**src/rtl/zx_sync_ctrl.sv**
```systemverilog
// Zero-crossing qualifier and sync generator ahead of the period counter.
// Optional build macro ZXC_FREEWHEEL_EN: free-running sync in HOLDOVER at the last good period.
module zx_sync_ctrl #(
  parameter int unsigned FILT_LEN = 4,
  parameter logic [15:0] BLANK    = 16'd64,
  parameter logic [15:0] PMIN     = 16'd900,
  parameter logic [15:0] PMAX     = 16'd1300,
  parameter logic [15:0] TOL      = 16'd8,
  parameter int unsigned LOCK_CNT = 8,
  parameter int unsigned MISS_MAX = 4
) (
  input  logic        clk,
  input  logic        rst_n,
  input  logic        enable12,
  input  logic        comp_in,
  input  logic        clr_stat,
  output logic        zxing,
  output logic        sync,
  output logic        locked,
  output logic        holdover,
  output logic [15:0] status
);

  localparam logic [1:0]  ST_SEARCH   = 2'd0;
  localparam logic [1:0]  ST_ACQUIRE  = 2'd1;
  localparam logic [1:0]  ST_LOCKED   = 2'd2;
  localparam logic [1:0]  ST_HOLDOVER = 2'd3;
  localparam logic [15:0] TMO         = PMAX + 16'd1;
  localparam logic [2:0]  FILT_LAST   = 3'(FILT_LEN - 1);
  localparam logic [3:0]  LOCK_N      = 4'(LOCK_CNT);
  localparam logic [3:0]  MISS_N      = 4'(MISS_MAX);

  logic [1:0]  meta_q;
  logic        filt_lvl;
  logic [2:0]  filt_cnt;
  logic        rise;
  logic [15:0] blank_cnt;
  logic [15:0] tick_cnt;
  logic [15:0] prev_per;
  logic [3:0]  good_cnt, good_nxt;
  logic [3:0]  miss_cnt, miss_nxt;
  logic [7:0]  glitch_cnt;
  logic [1:0]  state, state_nxt;
  logic        sync_pend;
  logic        accept_c, glitch_c, timeout_c, valid_c, sync_req_c;
  logic [15:0] diff_c;
`ifdef ZXC_FREEWHEEL_EN
  logic [15:0] last_good;
`endif

  // Synchronizer and majority-free run-length filter; rise marks a filtered 0->1 edge
  always_ff @(posedge clk) begin
    if (!rst_n) begin
      meta_q   <= 2'b00;
      filt_lvl <= 1'b0;
      filt_cnt <= 3'd0;
      rise     <= 1'b0;
    end else begin
      meta_q <= {meta_q[0], comp_in};
      rise   <= 1'b0;
      if (enable12) begin
        if (meta_q[1] != filt_lvl) begin
          if (filt_cnt == FILT_LAST) begin
            filt_lvl <= meta_q[1];
            filt_cnt <= 3'd0;
            rise     <= meta_q[1];
          end else begin
            filt_cnt <= filt_cnt + 3'd1;
          end
        end else begin
          filt_cnt <= 3'd0;
        end
      end
    end
  end

  assign accept_c  = rise && (blank_cnt == 16'd0);
  assign glitch_c  = rise && (blank_cnt != 16'd0);
  assign timeout_c = (tick_cnt == TMO) && !accept_c;
  assign diff_c    = (tick_cnt >= prev_per) ? (tick_cnt - prev_per) : (prev_per - tick_cnt);
  assign valid_c   = (tick_cnt >= PMIN) && (tick_cnt <= PMAX) && (diff_c <= TOL);

  // Period measurement, blanking window and glitch statistics
  always_ff @(posedge clk) begin
    if (!rst_n) begin
      blank_cnt  <= 16'd0;
      tick_cnt   <= 16'd0;
      prev_per   <= 16'd0;
      glitch_cnt <= 8'd0;
    end else begin
      if (accept_c)
        blank_cnt <= BLANK;
      else if (enable12 && blank_cnt != 16'd0)
        blank_cnt <= blank_cnt - 16'd1;
      if (accept_c || timeout_c)
        tick_cnt <= 16'd0;
      else if (enable12 && tick_cnt != 16'hFFFF)
        tick_cnt <= tick_cnt + 16'd1;
      if (accept_c)
        prev_per <= tick_cnt;
      if (clr_stat)
        glitch_cnt <= 8'd0;
      else if (glitch_c && glitch_cnt != 8'hFF)
        glitch_cnt <= glitch_cnt + 8'd1;
    end
  end

`ifdef ZXC_FREEWHEEL_EN
  always_ff @(posedge clk) begin
    if (!rst_n)
      last_good <= 16'd0;
    else if (accept_c && valid_c)
      last_good <= tick_cnt;
  end
`endif

  // Lock state machine: next state, counters and sync request
  always_comb begin
    state_nxt  = state;
    good_nxt   = good_cnt;
    miss_nxt   = miss_cnt;
    sync_req_c = 1'b0;
    case (state)
      ST_SEARCH: begin
        if (accept_c) begin
          state_nxt = ST_ACQUIRE;
          good_nxt  = 4'd0;
        end
      end
      ST_ACQUIRE: begin
        if (accept_c) begin
          if (valid_c) begin
            if (good_cnt + 4'd1 == LOCK_N) begin
              state_nxt  = ST_LOCKED;
              good_nxt   = 4'd0;
              sync_req_c = 1'b1;
            end else begin
              good_nxt = good_cnt + 4'd1;
            end
          end else begin
            good_nxt = 4'd0;
          end
        end else if (timeout_c) begin
          state_nxt = ST_SEARCH;
          good_nxt  = 4'd0;
        end
      end
      ST_LOCKED: begin
        if (accept_c && valid_c) begin
          sync_req_c = 1'b1;
        end else if (accept_c || timeout_c) begin
          state_nxt = ST_HOLDOVER;
          miss_nxt  = 4'd1;
        end
      end
      default: begin
        if (accept_c && valid_c) begin
          state_nxt  = ST_LOCKED;
          miss_nxt   = 4'd0;
          sync_req_c = 1'b1;
        end else if (accept_c || timeout_c) begin
          if (miss_cnt + 4'd1 == MISS_N) begin
            state_nxt = ST_SEARCH;
            miss_nxt  = 4'd0;
          end else begin
            miss_nxt = miss_cnt + 4'd1;
          end
        end
`ifdef ZXC_FREEWHEEL_EN
        else if (enable12 && last_good != 16'd0 && tick_cnt == last_good) begin
          sync_req_c = 1'b1;
        end
`endif
      end
    endcase
  end

  // sync trails zxing by one clk so the period counter has already latched
  always_ff @(posedge clk) begin
    if (!rst_n) begin
      state     <= ST_SEARCH;
      good_cnt  <= 4'd0;
      miss_cnt  <= 4'd0;
      zxing     <= 1'b0;
      sync_pend <= 1'b0;
      sync      <= 1'b0;
      locked    <= 1'b0;
      holdover  <= 1'b0;
      status    <= 16'd0;
    end else begin
      state     <= state_nxt;
      good_cnt  <= good_nxt;
      miss_cnt  <= miss_nxt;
      zxing     <= accept_c;
      sync_pend <= sync_req_c;
      sync      <= sync_pend;
      locked    <= (state == ST_LOCKED);
      holdover  <= (state == ST_HOLDOVER);
      status    <= {glitch_cnt, miss_cnt, (state == ST_HOLDOVER), (state == ST_LOCKED), state};
    end
  end

endmodule

```
**config.mk**
```make
export PLATFORM = sky130hd
export DESIGN_NAME = zx_sync_ctrl
export DESIGN_NICKNAME = d
export VERILOG_FILES = /design/src/rtl/zx_sync_ctrl.sv
export SDC_FILE = /design/constraint.sdc
export NUM_CORES = 1
export LEC_CHECK = 0
export ABC_CLOCK_PERIOD_IN_PS = 3500
export CAP_MARGIN = 20
export CORE_MARGIN = 4
export CORE_UTILIZATION = 36
export CTS_BUF_LIST = sky130_fd_sc_hd__clkbuf_8
export DETAILED_ROUTE_END_ITERATION = 6
export PLACE_DENSITY_LB_ADDON = 0.08
export RECOVER_POWER = 100
export SETUP_SLACK_MARGIN = 0.15
export SLEW_MARGIN = 5
export SYNTH_ARGS = -nofsm -noshare
export SYNTH_HDL_FRONTEND = slang
export SYNTH_SLANG_ARGS = --single-unit
```
**constraint.sdc**
```tcl
create_clock -name clk -period 3.5 [get_ports clk]
set_input_delay 1.05 -clock clk [delete_from_list [all_inputs] [get_ports clk]]
set_output_delay 1.05 -clock clk [all_outputs]
set_load 0.01 [all_outputs]
```
-- After elaboration in Yosys (flattened, before gate mapping)
Index checks and enable logic that the tools add are counted.
- bits in registers: 94
- bits in latches: 0
- RAM bits: 0
- memory bits (read-only): 0
- input port bits: 5
- output and inout port bits: 20
- word-level logic and storage cells: 109
- memories: 0
- add/sub/neg operators: 8
- multipliers: 0
- divide/modulo/power cells: 0
- order comparisons: 4
- eq/ne operators: 16
- shift operators: 0
- multiplexer cells: 33
- bitwise logic cells: 2
- reductions and logical operators: 28
- operator list (cell ; number):
    4-bit 2-to-1 mux ; 10
    16-bit subtractor ; 2
    2-bit 2-to-1 mux ; 10
    16-bit by 1-bit adder with 16-bit output, second input constant ; 1
    16-bit by 11-bit == test with 1-bit output, second input constant ; 1
    16-bit by 10-bit greater-or-equal comparator with 1-bit output, second input constant ; 1
    16-bit greater-or-equal comparator ; 1
    16-bit by 11-bit less-or-equal comparator with 1-bit output, second input constant ; 1
    16-bit by 4-bit less-or-equal comparator with 1-bit output, second input constant ; 1
    16-bit zero test ; 1
    16-bit 2-to-1 mux ; 1
    16-bit inequality test, second input constant ; 1
    4-bit case mux with 2 select lines ; 2
    16-bit nonzero test ; 1
    16-bit by 1-bit subtractor with 16-bit output, second input constant ; 1
    7-bit 2-to-1 mux ; 2
    1-bit logical AND ; 9
    3-bit inequality test, second input constant ; 3
    4-bit by 1-bit adder with 4-bit output, second input constant ; 2
    8-bit by 1-bit adder with 8-bit output, second input constant ; 1
    8-bit inequality test, second input constant ; 1
    4-bit AND reduction ; 2
    8-bit AND reduction ; 1
    2-bit OR reduction ; 4
    20 further kinds ; 31

-- Logic depth before layout (Yosys ltp)
Gate-level depths: netlist (run 1).
- depth in word-level cells: 8
- depth in mapped cells: 15
- depth with buffers taken out: 12

-- Least setup slack after synthesis (run 1)
OpenSTA, ideal clock, no wires.
- kind: register to register
- start point: register tick_cnt[3]
- end point: register miss_cnt[2]
- library setup time: 72 ps
- arrival: 3085 ps
- data required time: 3428 ps
- path slack: 343 ps
- stages on the path, launching flop included: 13
- buffers on the path: 1
- clock period less this slack: 3157 ps
- cells stage by stage: dfxtp_1 inv_1 ha_1 a21o_1 or2_1 a21oi_1 mux2_2 nor4b_2 o2111ai_2 a21oi_1 buf_4 mux2_1 a21oi_1
- longest elaborated chain between the ends: 7
- elaborated cells between the ends (all ways): 19
- ends and longest elaborated chain (element ; line ; text):
    start: declaration ; 38 ; logic [15:0] tick_cnt;
    start signal: assignment ; 98 ; tick_cnt <= tick_cnt + 16'd1;
    16-bit subtractor / 16-bit greater-or-equal comparator (equally long branches) ; 80 ; assign diff_c = (tick_cnt >= prev_per) ? (tick_cnt - prev_per) : (prev_per - tick_cnt);
    16-bit 2-to-1 mux ; 80 ;
    16-bit by 4-bit less-or-equal comparator with 1-bit output ; 81 ; assign valid_c = (tick_cnt >= PMIN) && (tick_cnt <= PMAX) && (diff_c <= TOL);
    1-bit logical AND ; 81 ;
    1-bit logical AND ; 149, 157 ;
    2-bit inequality test (no line), or another cell as far along ; -- ;
    4-bit AND reduction (no line) / 4-bit case mux with 2 select lines (equally long branches) ; -- ;
    end signal: assignment ; 193 ; miss_cnt <= miss_nxt;
    end: declaration ; 41 ; logic [3:0] miss_cnt, miss_nxt;
Parallel ways exist; a longest one is shown, timed or not.
A chain may end at the register's enable or synchronous reset.

-- Worst setup path in the final report (run 1)
Same ends and word-level chain as after synthesis.

==> impl_results.rst, run 1 <==
.. list-table::
   :header-rows: 1

   * - Metric
     - Value
   * - Predominant post-synthesis flop cell
     - sky130_fd_sc_hd__dfxtp_1
   * - Antenna Nets Post-Route
     - 0
   * - Maximum clock path buffer count
     - 2
   * - Cell at the slowest stage of the critical path
     - sky130_fd_sc_hd__mux2_2
   * - Max Slew Vio Count
     - 0
   * - Layout net count
     - 816
   * - Clock root buffer master
     - sky130_fd_sc_hd__clkbuf_8
   * - Max Clock Skew
     - 0.0212 ns
   * - I/O Pins
     - 25
   * - RSZ-0062 raised after global routing
     - false
   * - Total track usage
     - 0.168
   * - Worst path setup slack after routing
     - 0.289 ns
   * - Min cycle time layout
     - 3.21 ns
   * - Fin Hold WS
     - 0.454 ns
   * - Tcrit/Tclk final
     - 0.918
   * - Post-synth EDFFs
     - 0
   * - Number of failing hold endpoints at the final stage
     - 0
   * - Worst setup path category
     - reg2reg
   * - Area used by multi-input combinational logic
     - 3810 µm²
   * - Cell Area, Placed
     - 6370 µm²
   * - Global-route wire length before repair
     - 24,700 µm
   * - Layout Cell Area excl Fill
     - 6920 µm²
   * - Routed via count divided by cell count
     - 5.01
   * - Required @ worst endpoint
     - 3.82 ns
   * - Clock-pin slew reported for the worst setup and hold paths after clock tree synthesis
     - 0.12 ns
   * - Leakage power
     - 2.73 nW
   * - Post-Synthesis Net Count
     - 768
   * - Number of DRC violations after detailed routing
     - 0
   * - Cell Chain, Critical Path
     - inv_1 > ha_4 > a21o_1 > or2_1 > a21oi_1 > mux2_2 > nor4b_2 > o2111ai_2 > a21oi_2 > buf_4 > mux2_1 > a21oi_1
   * - Number of vias after detailed routing
     - 4,945
   * - Largest cells by area after synthesis
     - sky130_fd_sc_hd__dfxtp_1, sky130_fd_sc_hd__ha_1, sky130_fd_sc_hd__nand2_1
   * - Mapped cell area
     - 5780 µm²
   * - Synthesized instance count
     - 718
   * - Antenna Diode Count
     - 0
   * - Highest clock frequency the design can meet
     - 311 MHz
   * - Detailed Routing Iterations Pass 1
     - 4
   * - Number of distinct library cells after synthesis
     - 75
   * - Total die area
     - 18,200 µm²
   * - Clock H-tree levels
     - 3
   * - Power density normalized to cell area
     - 359 nW/µm²
   * - Max-slew headroom
     - 0.102
   * - Largest net degree at the start of global routing
     - 25
   * - PortBufs
     - 24
   * - Iter 0 DRT Violations
     - 265
   * - CTS tree
     - yes
   * - Mean area per synthesized cell
     - 8.05 µm²
   * - Sum of negative setup slack
     - 0 ns
   * - Total setup violations reported at the end of the flow
     - 0
   * - Worst min-delay path category
     - reg2reg
   * - Worst setup timing slack at the placement stage
     - 0.0801 ns
   * - Data arrival time of the worst path
     - 3.53 ns
   * - Delay of the slowest cell on the worst path
     - 0.36 ns
   * - Highest net fanout along the worst path
     - 8
   * - Die width
     - 135 µm
   * - Part of the Yosys area used for sequential elements
     - 0.319
   * - Async set-or-reset flop fraction in the synthesized netlist
     - 0
   * - Post-DR wirelength/cell
     - 15.3 µm
   * - Run status
     - complete, no violations
   * - TritonCTS buffer count
     - 9
   * - Most frequent CP cell
     - sky130_fd_sc_hd__a21oi_1
   * - Insertion delay of the later-clocked pin in the worst-skew pair
     - 0.39 ns
   * - Leading cell type in the layout, fill and taps excluded
     - sky130_fd_sc_hd__dfxtp_1
   * - Share of post-route cells with drive strength above 1
     - 0.169
   * - Commonest cells after routing, fill and taps aside
     - sky130_fd_sc_hd__dfxtp_1, sky130_fd_sc_hd__nand2_1, sky130_fd_sc_hd__nor2_1
   * - Kind of end point of the critical path
     - flop
   * - Num Clock Sinks
     - 92
   * - Number of rows created at floorplan
     - 46
   * - Kind of launch point of the worst setup path
     - flop
   * - Placed wire-length estimate after detailed placement
     - 11,400 µm
   * - Number of storage elements in the synthesis netlist
     - 92
   * - Sum of internal, switching and leakage power
     - 2.48 mW
   * - VDD IR-drop max
     - 0.000323 V
   * - Synthesis warning total
     - 0
   * - Storage cell area
     - 1860 µm²
   * - Routability cong.
     - 0.899
   * - Total buffers and inverters traversed by the critical path
     - 2
   * - Number of max-cap violations
     - 0
   * - Area of the core region
     - 15,800 µm²
   * - Synth-to-layout area growth
     - 19.7%
   * - Cell taking the most area after synthesis
     - sky130_fd_sc_hd__dfxtp_1
   * - Total Wirelength
     - 15,100 µm
   * - Slew of the pin with the lowest slew margin
     - 1.35 ns
   * - Vertical die dimension
     - 135 µm
   * - Starting Density
     - 0.365
   * - Via count of the first global-routing pass
     - 4,883
   * - Antenna violations before repair
     - 0
   * - Area share of the largest cell type after synthesis
     - 0.319
   * - Remaining global-route overflow
     - 0
   * - Fill cells
     - 1,584
   * - Delay-heaviest family, CP
     - compound AO/OA/AOI/OAI gates
## flip-flops by register name, indices dropped and copies added (netlist names)
| register | flops |
|---|---|
| good_cnt | 4 |
| blank_cnt | 16 |
| state | 2 |
| tick_cnt | 16 |
| status | 16 |
| sync | 1 |
| glitch_cnt | 8 |
| filt_cnt | 3 |
| filt_lvl | 1 |
| meta_q | 2 |
| rise | 1 |
| miss_cnt | 4 |
| prev_per | 16 |
| sync_pend | 1 |
| zxing | 1 |
## cell usage after synthesis, drive strengths merged, types with 3 or more instances
cell type,n
a211oi,7
a21o,8
a21oi,63
a31oi,5
a41oi,3
and2,21
and3,9
buf,17
clkbuf,15
dfxtp,92
ha,45
inv,50
mux2,3
mux2i,9
nand2,83
nand2b,6
nand3,31
nand3b,3
nand4,12
nor2,65
nor2b,11
nor3,12
nor4,11
o211ai,4
o21a,3
o21ai,29
o21bai,4
o221ai,3
o31ai,4
or2,5
or3,5
xnor2,33
xor2,18
## what timing repair did
item,CTS,global route
endpoints found under the hold margin,0,0
hold buffers,0,0
gates resized for setup,3,55
gates cloned,0,1
buffers inserted,0,13
setup endpoints to repair,2,10
pin swaps,1,16
## per-stage QoR
step / std cells / utilization
floorplan: 718 / -
global placement: 957 / 0.402
detailed placement: 957 / 0.402
CTS: 973 / 0.417
global route: 987 / 0.437
finish: 987 / 0.437
## power breakdown
part           leakage [nW]  internal [mW]  switching [mW]  total [mW]
registers             0.749           1.10          0.0603        1.16
logic                  1.88          0.264           0.295       0.559
clock network         0.106          0.290           0.473       0.763
## worst reg2reg max path, cell delays in order (launching register included)
cell	delay (ns)
sky130_fd_sc_hd__dfxtp_1	0.34
sky130_fd_sc_hd__inv_1	0.09
sky130_fd_sc_hd__ha_4	0.29
sky130_fd_sc_hd__a21o_1	0.26
sky130_fd_sc_hd__or2_1	0.30
sky130_fd_sc_hd__a21oi_1	0.18
sky130_fd_sc_hd__mux2_2	0.36
sky130_fd_sc_hd__nor4b_2	0.28
sky130_fd_sc_hd__o2111ai_2	0.19
sky130_fd_sc_hd__a21oi_2	0.21
sky130_fd_sc_hd__buf_4	0.18
sky130_fd_sc_hd__mux2_1	0.32
sky130_fd_sc_hd__a21oi_1	0.14
## routing by layer
| layer | share of wire | global-route usage |
|---|---|---|
| met5 | 0 | 0 |
| met4 | 0.020 | 0.0543 |
| met3 | 0.025 | 0.0287 |
| met2 | 0.45 | 0.268 |
| met1 | 0.50 | 0.233 |
## cell type report
type / instances / area share
well taps: 216 / 0.0391
multi-input cells: 543 / 0.551
clock inverters: 7 / 0.0128
inverters: 51 / 0.0282
flip-flops and latches: 92 / 0.268
repair buffers: 69 / 0.0825
clock buffers: 9 / 0.0179
## path summary, 6_finish.rpt
kind,from,to,slack (ns),cells after the start
worst max register to register,tick_cnt[3],miss_cnt[2],0.29,12
worst max-delay path,tick_cnt[3],miss_cnt[2],0.29,12
worst min register to register,sync_pend,sync,0.45,1
worst min-delay path,sync_pend,sync,0.45,1
## cell families after synthesis
family | after synthesis | share of synthesized area
and+or+nand+nor | 285 | 0.251
AOI/OAI and AO/OA | 149 | 0.170
muxes | 13 | 0.0253
xor gates and xnor gates | 51 | 0.0773
buffers and inverters | 83 | 0.0599
adders and majority gates | 45 | 0.0974
DFF | 92 | 0.319
Power figures use the tool's default switching activity.
==> inputs of run 2 (changes only) <==
Settings changed: DONT_BUFFER_PORTS set to 1.
==> run 2 against run 1 <==
Net effect: hold slack lost 0.0047 ns; first-iteration DRC count shrank 15%; worst setup slack lost 0.015 ns; global-route usage shrank 0.26 points; via count shrank 1.2%; wire length shrank 2.8%; clock power shrank 3.9%; core utilization shrank 3.0 points; largest power group unchanged; fmax shrank 0.47%.
==> impl_results.rst, run 2 (same netlist as run 1, synthesis figures left out) <==
.. list-table::
   :header-rows: 1

   * - Metric
     - Value
   * - Kind of launch point of the worst setup path
     - flop
   * - Tcrit/Tclk final
     - 0.922
   * - Register-to-register setup slack
     - 0.27 ns
   * - Number of DRC violations after detailed routing
     - 0
   * - Maximum clock path buffer count
     - 2
   * - Internal Power
     - 1.62 mW
   * - Min cycle time layout
     - 3.23 ns
   * - Clock-pin slew reported for the worst setup and hold paths after clock tree synthesis
     - 0.10 ns
   * - Crit Reg-Reg Endpoint
     - miss_cnt[1]
   * - Worst setup timing slack at the placement stage
     - 0.0438 ns
   * - Data arrival time of the worst path
     - 3.53 ns
   * - TritonCTS buffer count
     - 9
   * - Total track usage
     - 0.166
   * - Highest net fanout along the worst path
     - 8
   * - Vertical die dimension
     - 135 µm
   * - Remaining global-route overflow
     - 0
   * - Max Slew Vio Count
     - 0
   * - Antenna Nets Post-Route
     - 0
   * - Clock H-tree levels
     - 3
   * - Layout net count
     - 780
   * - Terminating pin of the worst hold path
     - meta_q[1]
   * - Largest net degree at the start of global routing
     - 31
   * - Starting Density
     - 0.365
   * - Kind of end point of the critical path
     - flop
   * - I/O Pins
     - 25
   * - Die width
     - 135 µm
   * - Cell at the slowest stage of the critical path
     - sky130_fd_sc_hd__or4b_1
   * - Antenna violations before repair
     - 0
   * - Worst setup path category
     - reg2reg
   * - Met2 track demand over resource in global routing
     - 0.266
   * - Met1 capacity usage during global routing
     - 0.225
   * - Commonest cells after routing, fill and taps aside
     - sky130_fd_sc_hd__dfxtp_1, sky130_fd_sc_hd__nand2_1, sky130_fd_sc_hd__nor2_1
   * - Global-route wire length before repair
     - 24,200 µm
   * - Highest clock frequency the design can meet
     - 310 MHz
   * - Iter 0 DRT Violations
     - 226
   * - Total setup violations reported at the end of the flow
     - 0
   * - Detailed Routing Iterations Pass 1
     - 5
   * - Leakage power
     - 2.49 nW
   * - Post-DR wirelength/cell
     - 15.5 µm
   * - Max-slew headroom
     - 0.0140
   * - Cell Chain, Critical Path
     - buf_4 > ha_1 > a21oi_2 > o21ai_2 > a21oi_2 > a211oi_1 > or3_1 > mux4_2 > nand2_1 > a21oi_1 > buf_4 > or4b_1 > a31oi_1
   * - Worst path setup slack after routing
     - 0.274 ns
   * - FF-to-FF Start
     - tick_cnt[4]
   * - Share of the core filled with cells in the final layout
     - 0.407
   * - Cell depth of the worst min-delay path
     - 1
   * - PortBufs
     - 0
   * - Synth-to-layout area growth
     - 11.5%
   * - Fin Hold WS
     - 0.449 ns
   * - Total Wirelength
     - 14,700 µm
   * - Routability cong.
     - 0.914
   * - Required @ worst endpoint
     - 3.80 ns
   * - Number of vias after detailed routing
     - 4,886
   * - Number of max-cap violations
     - 0
   * - Routed via count divided by cell count
     - 5.14
   * - Run status
     - complete, no violations
   * - Global routing usage on met3
     - 0.0365
   * - Worst min-delay path category
     - reg2reg
   * - Most congested layer reported by global routing
     - met2
   * - Sw frac
     - 0.325
   * - Clock Power Share
     - 0.306
   * - Sum of negative setup slack
     - 0 ns
   * - Antenna Diode Count
     - 0
   * - Min-delay src
     - meta_q[0]
   * - Clock root buffer master
     - sky130_fd_sc_hd__clkbuf_8
   * - Placed wire-length estimate after detailed placement
     - 11,200 µm
   * - Switching power of the nets
     - 0.780 mW
   * - Share of power burned in combinational logic
     - 0.209
   * - Number of failing hold endpoints at the final stage
     - 0
   * - Leading cell type in the layout, fill and taps excluded
     - sky130_fd_sc_hd__dfxtp_1
   * - Num Clock Sinks
     - 92
   * - Fill cells
     - 1,629
   * - Max Clock Skew
     - 0.00689 ns
   * - Portion of total power attributed to sequential cells
     - 0.485
   * - CTS tree
     - yes
   * - Insertion delay of the later-clocked pin in the worst-skew pair
     - 0.39 ns
   * - Slew of the pin with the lowest slew margin
     - 1.48 ns
   * - Share of post-route cells with drive strength above 1
     - 0.128
   * - Area of the core region
     - 15,800 µm²
   * - Total die area
     - 18,200 µm²
   * - RSZ-0062 raised after global routing
     - false
   * - Via count of the first global-routing pass
     - 4,771
   * - Delay of the slowest cell on the worst path
     - 0.50 ns
   * - Number of rows created at floorplan
     - 46
   * - Power density normalized to cell area
     - 372 nW/µm²
   * - Hold buffer count at CTS
     - 0
   * - Reg2reg path depth
     - 13
   * - VDD IR-drop max
     - 0.000300 V
## run 2: repair_timing
item | in CTS | in global routing
cloned | 0 | 0
setup buffers | 0 | 2
gates resized for setup | 1 | 24
endpoints found under the setup margin | 2 | 9
pin swaps | 1 | 4
## run 2: worst max-delay path, delay by kind of cell, from the launching register on
kind / cells / cell delay [ns]
compound gates: 6 / 0.73
fa+ha+maj: 1 / 0.28
mux: 1 / 0.47
buf+inv: 2 / 0.33
simple gates: 3 / 1.00
flops: 1 / 0.32
## run 2: cell type report
class                   instances  area [µm²]  share of cell area
clock buffers                   9         124              0.0192
clock inverters                 7        76.3              0.0118
inverters                      51         191              0.0297
multi-input cells             543        3710               0.575
flip-flops and latches         92        1850               0.287
well taps                     216         270              0.0419
repair buffers                 33         230              0.0357
## run 2: stage by stage
stage               instances  total power, mW  cell area (µm²)
finish                    951             2.40             6450
global route              951             2.55             6450
CTS                       949             2.43             6330
detailed placement        933             1.68             6130
global placement          933             1.67             6130
floorplan                 718             1.59             5780
## run 2: how the worst max path moves through the flow
stage,endpoint,slack (ns),start
3_3_place_gp,miss_cnt[1],0.17,tick_cnt[5]
6_report,miss_cnt[1],0.27,tick_cnt[4]
4_1_cts,miss_cnt[2],0.18,tick_cnt[1]
5_1_grt,miss_cnt[1],0.08,tick_cnt[14]
3_5_place_dp,miss_cnt[1],0.04,tick_cnt[5]
2_1_floorplan,miss_cnt[2],0.34,tick_cnt[3]
## run 2: power groups by stage
stage / clock network, mW / logic (mW) / registers [mW]
6_report: 0.733 / 0.501 / 1.16
5_1_grt: 0.807 / 0.565 / 1.17
2_1_floorplan: 0 / 0.415 / 1.18
3_3_place_gp: 0 / 0.490 / 1.18
4_1_cts: 0.770 / 0.499 / 1.16
3_5_place_dp: 0 / 0.497 / 1.19
## run 2: layer usage
layer  vias to the layer above  wire length, µm
li1                       2485                -
met3                        16              554
met4                         0              250
met2                        79             6680
met5                         -                0
met1                      2306             7220
==> inputs of run 3 (changes only) <==
Settings changed: ABC_AREA set to 1, CORE_MARGIN 4 to not set, PLACE_DENSITY_LB_ADDON 0.08 to not set.
==> run 3 against run 2 <==
Net effect: the flow now finishes with violations (max-capacitance violations, max-slew violations); register-to-register slack improved by 0.17 ns; combinational power is 25% higher; worst setup slack improved by 0.17 ns; largest power group unchanged; critical path depth increased by 8; critical path type unchanged; highest routed layer unchanged.
==> impl_results.rst, run 3 <==
.. list-table::
   :header-rows: 1

   * - Metric
     - Value
   * - Kind of launch point of the worst setup path
     - flop
   * - Share of power burned in combinational logic
     - 0.239
   * - Complex-gate fraction of the synthesized area
     - 0.116
   * - Multiplexer area fraction after synthesis
     - 0
   * - Tcrit/Tclk final
     - 0.874
   * - Global-route wire length before repair
     - 23,700 µm
   * - Worst setup path category
     - reg2reg
   * - Cell with the most instances after synthesis
     - sky130_fd_sc_hd__nand2_1
   * - Portion of total power attributed to sequential cells
     - 0.461
   * - Cell Area, Placed
     - 6170 µm²
   * - Number of failing hold endpoints at the final stage
     - 0
   * - Total buffers and inverters traversed by the critical path
     - 2
   * - Detailed Routing Iterations Pass 1
     - 5
   * - PortBufs
     - 0
   * - Post-Synthesis Net Count
     - 980
   * - Highest net fanout along the worst path
     - 9
   * - Min cycle time layout
     - 3.06 ns
   * - Cell Chain, Critical Path
     - clkinvlp_4 > ha_2 > nand2_1 > nor2_2 > nand2_1 > nand2_1 > nand2_1 > nand2_1 > nand2_1 > nand2_1 > nand2_1 > nor2_1 > nand3_1 > nand2_2 > nand4_2 > nand2_1 > nand2_2 > nand2_2 > nor2_2 > o21ai_0 > inv_1
   * - Predominant post-synthesis flop cell
     - sky130_fd_sc_hd__dfxtp_1
   * - Number of DRC violations after detailed routing
     - 0
   * - Number of distinct library cells after synthesis
     - 37
   * - Share of post-route cells with drive strength above 1
     - 0.0525
   * - Total setup violations reported at the end of the flow
     - 0
   * - Synthesized instance count
     - 930
   * - Total die area
     - 17,000 µm²
   * - Power density normalized to cell area
     - 409 nW/µm²
   * - Layout Cell Area excl Fill
     - 6400 µm²
   * - Total Wirelength
     - 13,800 µm
   * - Antenna Diode Count
     - 0
   * - Number of storage elements in the synthesis netlist
     - 92
   * - Highest clock frequency the design can meet
     - 327 MHz
   * - Delay of the slowest cell on the worst path
     - 0.45 ns
   * - Largest cells by area after synthesis
     - sky130_fd_sc_hd__dfxtp_1, sky130_fd_sc_hd__nand2_1, sky130_fd_sc_hd__inv_1
   * - Commonest cells after routing, fill and taps aside
     - sky130_fd_sc_hd__nand2_1, sky130_fd_sc_hd__inv_1, sky130_fd_sc_hd__dfxtp_1
   * - Clock H-tree levels
     - 3
   * - Remaining global-route overflow
     - 0
   * - Antenna Nets Post-Route
     - 0
   * - Max Slew Vio Count
     - 32
   * - Area fraction in and, or, nand and nor cells after synthesis
     - 0.331
   * - Combinational family with the most area after synthesis
     - simple AND/OR/NAND/NOR gates
   * - Number of max-cap violations
     - 1
   * - Post-synth EDFFs
     - 0
   * - Fin Hold WS
     - 0.422 ns
   * - Clock-pin slew reported for the worst setup and hold paths after clock tree synthesis
     - 0.10 ns
   * - Part of the Yosys area used for sequential elements
     - 0.310
   * - Most frequent CP cell
     - sky130_fd_sc_hd__nand2_1
   * - Leakage power
     - 3.18 nW
   * - Sw frac
     - 0.344
   * - Area of the core region
     - 16,000 µm²
   * - Largest net degree at the start of global routing
     - 32
   * - Vertical die dimension
     - 131 µm
   * - Switching power of the nets
     - 0.901 mW
   * - Leading cell type in the layout, fill and taps excluded
     - sky130_fd_sc_hd__nand2_1
   * - Mapped cell area
     - 5950 µm²
   * - Num Clock Sinks
     - 92
   * - Delay-heaviest family, CP
     - simple AND/OR/NAND/NOR gates
   * - Total track usage
     - 0.175
   * - Synthesis warning total
     - 0
   * - Die width
     - 131 µm
   * - TritonCTS buffer count
     - 9
   * - Routability cong.
     - 0.896
   * - Max Clock Skew
     - 0.00930 ns
   * - Insertion delay of the later-clocked pin in the worst-skew pair
     - 0.37 ns
   * - Violations in the final reports
     - max-capacitance violations, max-slew violations
   * - Cell at the slowest stage of the critical path
     - sky130_fd_sc_hd__dfxtp_1
   * - Maximum clock path buffer count
     - 2
   * - I/O Pins
     - 25
   * - Sum of negative setup slack
     - 0 ns
   * - Area share of the largest cell type after synthesis
     - 0.310
   * - Routed via count divided by cell count
     - 4.80
   * - Starting Density
     - 0.372
   * - Mean area per synthesized cell
     - 6.40 µm²
   * - Most instantiated cells after synthesis
     - sky130_fd_sc_hd__nand2_1, sky130_fd_sc_hd__inv_1, sky130_fd_sc_hd__dfxtp_1, sky130_fd_sc_hd__nor2_1, sky130_fd_sc_hd__nand3_1
   * - Internal Power
     - 1.72 mW
   * - Post-DR wirelength/cell
     - 12.0 µm
   * - Data arrival time of the worst path
     - 3.33 ns
   * - Required @ worst endpoint
     - 3.77 ns
   * - Kind of end point of the critical path
     - flop
   * - Via count of the first global-routing pass
     - 5,175
   * - Iter 0 DRT Violations
     - 263
   * - Run status
     - finished, violations left
   * - RSZ-0062 raised after global routing
     - false
   * - Synth Area in XOR/XNOR
     - 0.0221
   * - Clock root buffer master
     - sky130_fd_sc_hd__clkbuf_8
   * - Synth-to-layout area growth
     - 7.66%
   * - Async set-or-reset flop fraction in the synthesized netlist
     - 0
   * - CTS tree
     - yes
   * - Cell taking the most area after synthesis
     - sky130_fd_sc_hd__dfxtp_1
   * - Max-slew headroom
     - -0.0206
   * - Post-synthesis adder-cell area fraction
     - 0.0946
   * - Number of vias after detailed routing
     - 5,523
   * - Placed wire-length estimate after detailed placement
     - 11,000 µm
   * - Slew of the pin with the lowest slew margin
     - 1.53 ns
   * - Number of rows created at floorplan
     - 46
   * - Count of buffers added by post-CTS timing repair for setup
     - 0
   * - Antenna violations before repair
     - 0
   * - Worst min-delay path category
     - reg2reg
   * - Layout net count
     - 979
   * - VDD IR-drop max
     - 0.000270 V
   * - Clock Power Share
     - 0.300
-- run 3: changes by cell type in the layout (fill, tap and decap cells not counted), sizes merged, moves of 20 or more --
cell   delta
and2     -20
buf      -27
inv     +129
nand2   +174
nand3    +36
xnor2    -30
-- run 3: repair_timing --
| item | in CTS | in global routing |
|---|---|---|
| gates resized for setup | 0 | 8 |
| setup endpoints to repair | 0 | 10 |
| hold buffers | 0 | 0 |
-- run 3: routing by layer --
metal / routed length, µm / vias up / GRT usage / part of all wire
met4: 332 / 0 / 0.0669 / 0.024
li1: - / 2952 / - / -
met1: 6700 / 2465 / 0.223 / 0.48
met2: 6380 / 82 / 0.297 / 0.46
met5: 0 / - / 0 / 0
met3: 406 / 24 / 0.0252 / 0.029
-- run 3: kinds of logic (layout without fill, tap and decap cells) --
logic type | Yosys count | in the layout
buffers and inverters | 197 | 201
AND/OR/NAND/NOR | 457 | 457
adder cells (fa/ha/maj) | 45 | 45
flip-flops | 92 | 92
XOR/XNOR | 15 | 15
AO/OA/AOI/OAI | 124 | 124
-- run 3: worst register-to-register path, delay by kind of cell, from the launching register on --
family          cells  cell delay [ns]
compound gates      1             0.17
fa+ha+maj           1             0.42
buf+inv             2             0.27
flops               1             0.45
simple gates       17             1.66
-- run 3: final cells by class --
type / count / area, µm²
timing repair buffer: 3 / 15.0
inverter: 182 / 687
clock buffer: 10 / 138
tap: 216 / 270
sequential: 92 / 1840
clock inverter: 6 / 76.3
fill: 1783 / 9600
multi-input combinational: 641 / 3370
-- run 3: final timing paths --
kind | startpoint | cells after the start | end | slack, ns
max reg2reg | tick_cnt[4] | 21 | miss_cnt[3] | 0.44
min | meta_q[0] | 2 | meta_q[1] | 0.42
max | tick_cnt[4] | 21 | miss_cnt[3] | 0.44
min reg2reg | meta_q[0] | 2 | meta_q[1] | 0.42
-- run 3: power by group through the flow --
stage | registers (mW) | logic (mW) | clock network, mW
floorplan | 1.21 | 0.512 | 0
global placement | 1.23 | 0.619 | 0
detailed placement | 1.23 | 0.625 | 0
CTS | 1.21 | 0.628 | 0.810
global route | 1.22 | 0.737 | 0.850
finish | 1.21 | 0.625 | 0.785
-- run 3: metrics by stage --
stage	utilization	cells	power, mW	setup slack (ns)
3_5_place_dp	0.386	1134	1.86	0.289
5_1_grt	0.400	1150	2.81	0.0967
6_report	0.400	1150	2.62	0.440
2_1_floorplan	-	930	1.72	0.903
4_1_cts	0.399	1150	2.65	0.250
3_3_place_gp	0.386	1134	1.85	0.261
